==> src/rtl/speed_window_comparator.sv <==
// Registered G/Eq/L speed classifier with hysteresis band and persistence filter.
// Stage 1 classifies a against b, stage 2 debounces the class before it reaches the flags.
module speed_window_comparator #(
  parameter int WIDTH   = 8,
  parameter int HYST    = 2,
  parameter int PERSIST = 3,
  parameter int SIGNED  = 0
) (
  input  logic             clk,
  input  logic             rst_n,
  input  logic             clear,
  input  logic             in_valid,
  input  logic [WIDTH-1:0] a,
  input  logic [WIDTH-1:0] b,
  output logic             out_valid,
  output logic             G,
  output logic             Eq,
  output logic             L,
  output logic             changed
);

  localparam int CW = $clog2(PERSIST + 1);

  localparam logic signed [WIDTH:0] HYST_P = (WIDTH+1)'(HYST);
  localparam logic signed [WIDTH:0] HYST_N = -HYST_P;
  localparam logic [CW:0]           PERSIST_C = (CW+1)'(PERSIST);

  typedef enum logic [1:0] {
    CLS_EQ = 2'd0,
    CLS_GT = 2'd1,
    CLS_LT = 2'd2
  } cls_e;

  logic signed [WIDTH:0] a_x;
  logic signed [WIDTH:0] b_x;
  logic signed [WIDTH:0] diff;
  cls_e                  raw_cls;

  logic    v1_q, v1_d;
  cls_e    raw_q, raw_d;
  cls_e    cls_q, cls_d;
  cls_e    cand_q, cand_d;
  logic [CW-1:0] cnt_q, cnt_d;
  logic [CW:0]   cnt_inc;
  logic    out_valid_q, out_valid_d;
  logic    changed_q, changed_d;

  // One extra bit keeps the difference exact for both operand modes.
  always_comb begin
    a_x = (SIGNED != 0) ? {a[WIDTH-1], a} : {1'b0, a};
    b_x = (SIGNED != 0) ? {b[WIDTH-1], b} : {1'b0, b};
    diff = a_x - b_x;
    raw_cls = CLS_EQ;
    if (diff > HYST_P) begin
      raw_cls = CLS_GT;
    end else if (diff < HYST_N) begin
      raw_cls = CLS_LT;
    end
  end

  always_comb begin
    v1_d        = in_valid;
    raw_d       = in_valid ? raw_cls : raw_q;
    cls_d       = cls_q;
    cand_d      = cand_q;
    cnt_d       = cnt_q;
    out_valid_d = 1'b0;
    changed_d   = 1'b0;
    cnt_inc     = {1'b0, cnt_q} + (CW+1)'(1);

    if (clear) begin
      v1_d   = 1'b0;
      raw_d  = CLS_EQ;
      cls_d  = CLS_EQ;
      cand_d = CLS_EQ;
      cnt_d  = '0;
    end else if (v1_q) begin
      out_valid_d = 1'b1;
      if (raw_q == cls_q) begin
        cnt_d  = '0;
        cand_d = cls_q;
      end else if (raw_q == cand_q) begin
        if (cnt_inc >= PERSIST_C) begin
          cls_d     = raw_q;
          changed_d = 1'b1;
          cnt_d     = '0;
        end else begin
          cnt_d = cnt_inc[CW-1:0];
        end
      end else begin
        cand_d = raw_q;
        if (PERSIST == 1) begin
          cls_d     = raw_q;
          changed_d = 1'b1;
          cnt_d     = '0;
        end else begin
          cnt_d = CW'(1);
        end
      end
    end
  end

  always_ff @(posedge clk or negedge rst_n) begin
    if (!rst_n) begin
      v1_q        <= 1'b0;
      raw_q       <= CLS_EQ;
      cls_q       <= CLS_EQ;
      cand_q      <= CLS_EQ;
      cnt_q       <= '0;
      out_valid_q <= 1'b0;
      changed_q   <= 1'b0;
    end else begin
      v1_q        <= v1_d;
      raw_q       <= raw_d;
      cls_q       <= cls_d;
      cand_q      <= cand_d;
      cnt_q       <= cnt_d;
      out_valid_q <= out_valid_d;
      changed_q   <= changed_d;
    end
  end

  assign out_valid = out_valid_q;
  assign changed   = changed_q;
  assign G         = (cls_q == CLS_GT);
  assign Eq        = (cls_q == CLS_EQ);
  assign L         = (cls_q == CLS_LT);

endmodule

==> config.mk <==
export PLATFORM = sky130hd
export DESIGN_NAME = speed_window_comparator
export DESIGN_NICKNAME = d
export VERILOG_FILES = /design/src/rtl/speed_window_comparator.sv
export SDC_FILE = /design/constraint.sdc
export NUM_CORES = 1
export LEC_CHECK = 0
export BUFFER_PORTS_ARGS = -buffer_cell sky130_fd_sc_hd__buf_2
export CORE_MARGIN = 4
export CORE_UTILIZATION = 47
export CTS_CLUSTER_DIAMETER = 200
export CTS_CLUSTER_SIZE = 8
export DETAILED_ROUTE_END_ITERATION = 12
export PLACE_DENSITY = 0.75
export SKIP_CTS_REPAIR_TIMING = 1
export SLEW_MARGIN = 10
export SYNTH_ARGS = -nofsm -noshare
export SYNTH_HDL_FRONTEND = slang
export SYNTH_SLANG_ARGS = --single-unit
export TNS_END_PERCENT = 10
==> constraint.sdc <==
create_clock -name clk -period 2 [get_ports clk]
set_clock_uncertainty 0.2 [all_clocks]
set_input_delay 0.2 -clock clk [delete_from_list [all_inputs] [get_ports clk]]
set_output_delay 0.2 -clock clk [all_outputs]
set_load 0.02 [all_outputs]
==> impl_metrics.toml <==
[logic_synthesis]
synth_top_area_cell = "dfrtp_1"
synth_compound_area_share_pct = 21.3
syn_avg_cell_area_um2 = 8.36
synthXorXnorAreaFrac_pct = 7.99
ys_warn_count = 0
synth_top_area_share_pct = 27.9
yosys-top-cells-area = "dfrtp_1 (28%), ha_1 (11%), xnor2_1 (5.3%), nor2_1 (4.6%), inv_1 (4.2%)"
synth_flop_cell = "dfrtp_1"
yosysMostFrequentCell = "nor2_1"
yosysSeqAreaShare_pct = 27.9
synth_top_family_by_area = "simple AND/OR/NAND/NOR gates"
synth.area.mux_share_pct = 3.17
syn_nets = 147
ys_async_sr_fraction_pct = 100
yosys-top-cells-count = "nor2_1 (12), dfrtp_1 (11), inv_1 (11)"
synth_edf_count = 0
ys_types = 38
ys_ff_latch = 11
synthAdderAreaFrac_pct = 11.4
syn_area_um2 = 986
yosys.area_share.simple_pct = 23.6
postSynthCellCount = 118

[placement]
gp_congestion = 0.798
dpl.hpwl_um = 1860
port_buffers = 24
numPlacedInstances = 187

[clock_tree]
clkTransAtPathRegs_ns = 0.06
clkSinkCount = 11
clock_tree.root_cell = "clkbuf_4"
clock_latency_ns = 0.27
cts_tree = "yes"
cts_buffer_depth = 2
cts_made_buffers = 3
htree_levels = 1

[die]
die_x_um = 53.8
die_area_um2 = 2890
io_pins = 25
rows = 16
die_h_um = 53.8
design.core.area_um2 = 1980
start_util_pct = 49.7

[detailed_routing]
drt_iter0_drc = 5
drt_wl_total_um = 2360
ant_nets = 0
drc = 0
vias = 1025
vias_per_cell = 5.23
drtPass1Iterations = 2
wl_per_cell_um = 12.0

[layout]
area_growth_pct = 48.7
instances_no_fill = 196
final_core_util_pct = 74.0
drive_gt1_share_pct = 42.6
nets = 199
num_antenna_cells = 0

[hold_path]
hold_class = "in2reg"

[setup_path]
critPathRequiredTime_ns = 1.94
arrival_ns = 2.06
cp_max_fo = 5
end_kind = "flop"
crit_path_start_kind = "input pin"
critical_path_class = "in2reg"

[status]
status = "complete, but fails checks"
violations = "setup timing"

[pwr]
netSwitchingFraction_pct = 31.4
power.density_nw_per_um2 = 459
seqPwrFrac_pct = 35.3
p_sw_w = 0.000212
power_frac_comb_pct = 42.8
leakage_nw = 0.695
vdd_drop_max_mv = 0.277
p_clk_share_pct = 21.8
finalPower_w = 0.000674
intPower_w = 0.000462

[sta]
finalWorstSetupSlack_ns = -0.115
max_slew.worst_pin.slew_ns = 0.336
finalCritPeriodShare_pct = 106
final_max_slew_viol_count = 0
period_minus_slack_ns = 2.11
rsz0062_at_grt = "true"
max-slew-margin-rel_pct = 77.4
setup_viol = 1
max_freq_mhz = 473
hold_viol_final = 0

[grt]
grt_start_max_net_pins = 13
gr-total-overflow = 0
grt_pass1_vias = 928
antenna_found_initial = 0
grt_first_pass_wirelength_um = 3680
grt_usage_pct = 16.7

[flow_run]
maxCapViolations = 0
-- area by class of cell --
class                   count  area, um2
repair buffers             48        334
well taps                  27       33.8
clock buffers               4       26.3
fillers                   132        515
inverters                  11       48.8
multi-input cells          95        748
flip-flops and latches     11        275
-- stage by stage --
| step | setup TNS, ns | hold WS [ns] | setup WS, ns | instance area [um2] |
|---|---|---|---|---|
| 3_3_place_gp | -0.367 | -0.127 | -0.247 | 1340 |
| 6_report | -0.115 | 0.0277 | -0.115 | 1470 |
| 4_1_cts | -0.00846 | -0.416 | -0.00846 | 1360 |
| 5_1_grt | -0.218 | 0.0232 | -0.159 | 1470 |
| 3_5_place_dp | -0.454 | -0.122 | -0.305 | 1340 |
| 2_1_floorplan | -0.116 | -0.296 | -0.116 | 1040 |
-- sequential cells by signal, summed over array words and instances, names as in the netlist --
register   count
changed        1
raw_q          2
cls_q          2
out_valid      1
cand_q         2
cnt_q          2
v1_q           1
-- critical path, stage by stage --
cell       delay, ns
buf_6           0.07
inv_4           0.03
ha_4            0.25
nand2b_4        0.07
a21oi_2         0.05
or4_1           0.50
a2111o_1        0.46
o41ai_2         0.32
a2111oi_2       0.11
-- per-layer routing --
| metal | global-route usage (%) | vias to the layer above | part of all wire (%) |
|---|---|---|---|
| met5 | 0 | - | 0 |
| met4 | 2.55 | 0 | 0 |
| met3 | 4.16 | 0 | 3.6 |
| met2 | 31.5 | 18 | 54 |
| met1 | 19.0 | 482 | 43 |
| li1 | - | 525 | - |
-- final timing paths --
check	slack (ns)	from	endpoint	cells past startpoint
worst max register to register	-0.01	raw_q[0]$_DFFE_PN0P_	raw_q[0]$_DFFE_PN0P_	6
max in group asynchronous	1.29	rst_n	raw_q[1]$_DFFE_PN0P_	2
worst min register to register	0.35	cand_q[0]$_DFFE_PN0P_	cand_q[0]$_DFFE_PN0P_	2
worst min-delay path	0.03	in_valid	v1_q$_DFF_PN0_	2
worst max-delay path	-0.11	b[1]	raw_q[0]$_DFFE_PN0P_	9
min in group asynchronous	0.12	rst_n	raw_q[0]$_DFFE_PN0P_	2
-- power groups by stage --
stage	combinational, W	clock, W	sequential [W]
after floorplan	0.000159	0	0.000242
after detailed placement	0.000255	0	0.000242
after global placement	0.000246	0	0.000241
after CTS	0.000256	0.000153	0.000238
final	0.000289	0.000147	0.000238
after global routing	0.000319	0.000165	0.000239
-- layout by cell type (no fill, tap or decap), types with 3 or more instances in the layout --
cell       n
buf_6      5
nand3_1    4
xor2_1     3
xnor2_1    6
inv_4      3
nor2b_1    6
buf_2     19
inv_1      6
ha_4       5
clkbuf_4   3
nor2_1    12
nand2_1    8
o31ai_1    3
o21ai_0    6
ha_1       4
a21oi_1    7
buf_4     23
dfrtp_1   11
-- kinds of logic after synthesis --
family / after synthesis
simple gates: 45
compound gates: 29
buf+inv: 12
flops: 11
xor+xnor: 9
fa+ha+maj: 9
mux: 3
Power figures use the tool's default switching activity.
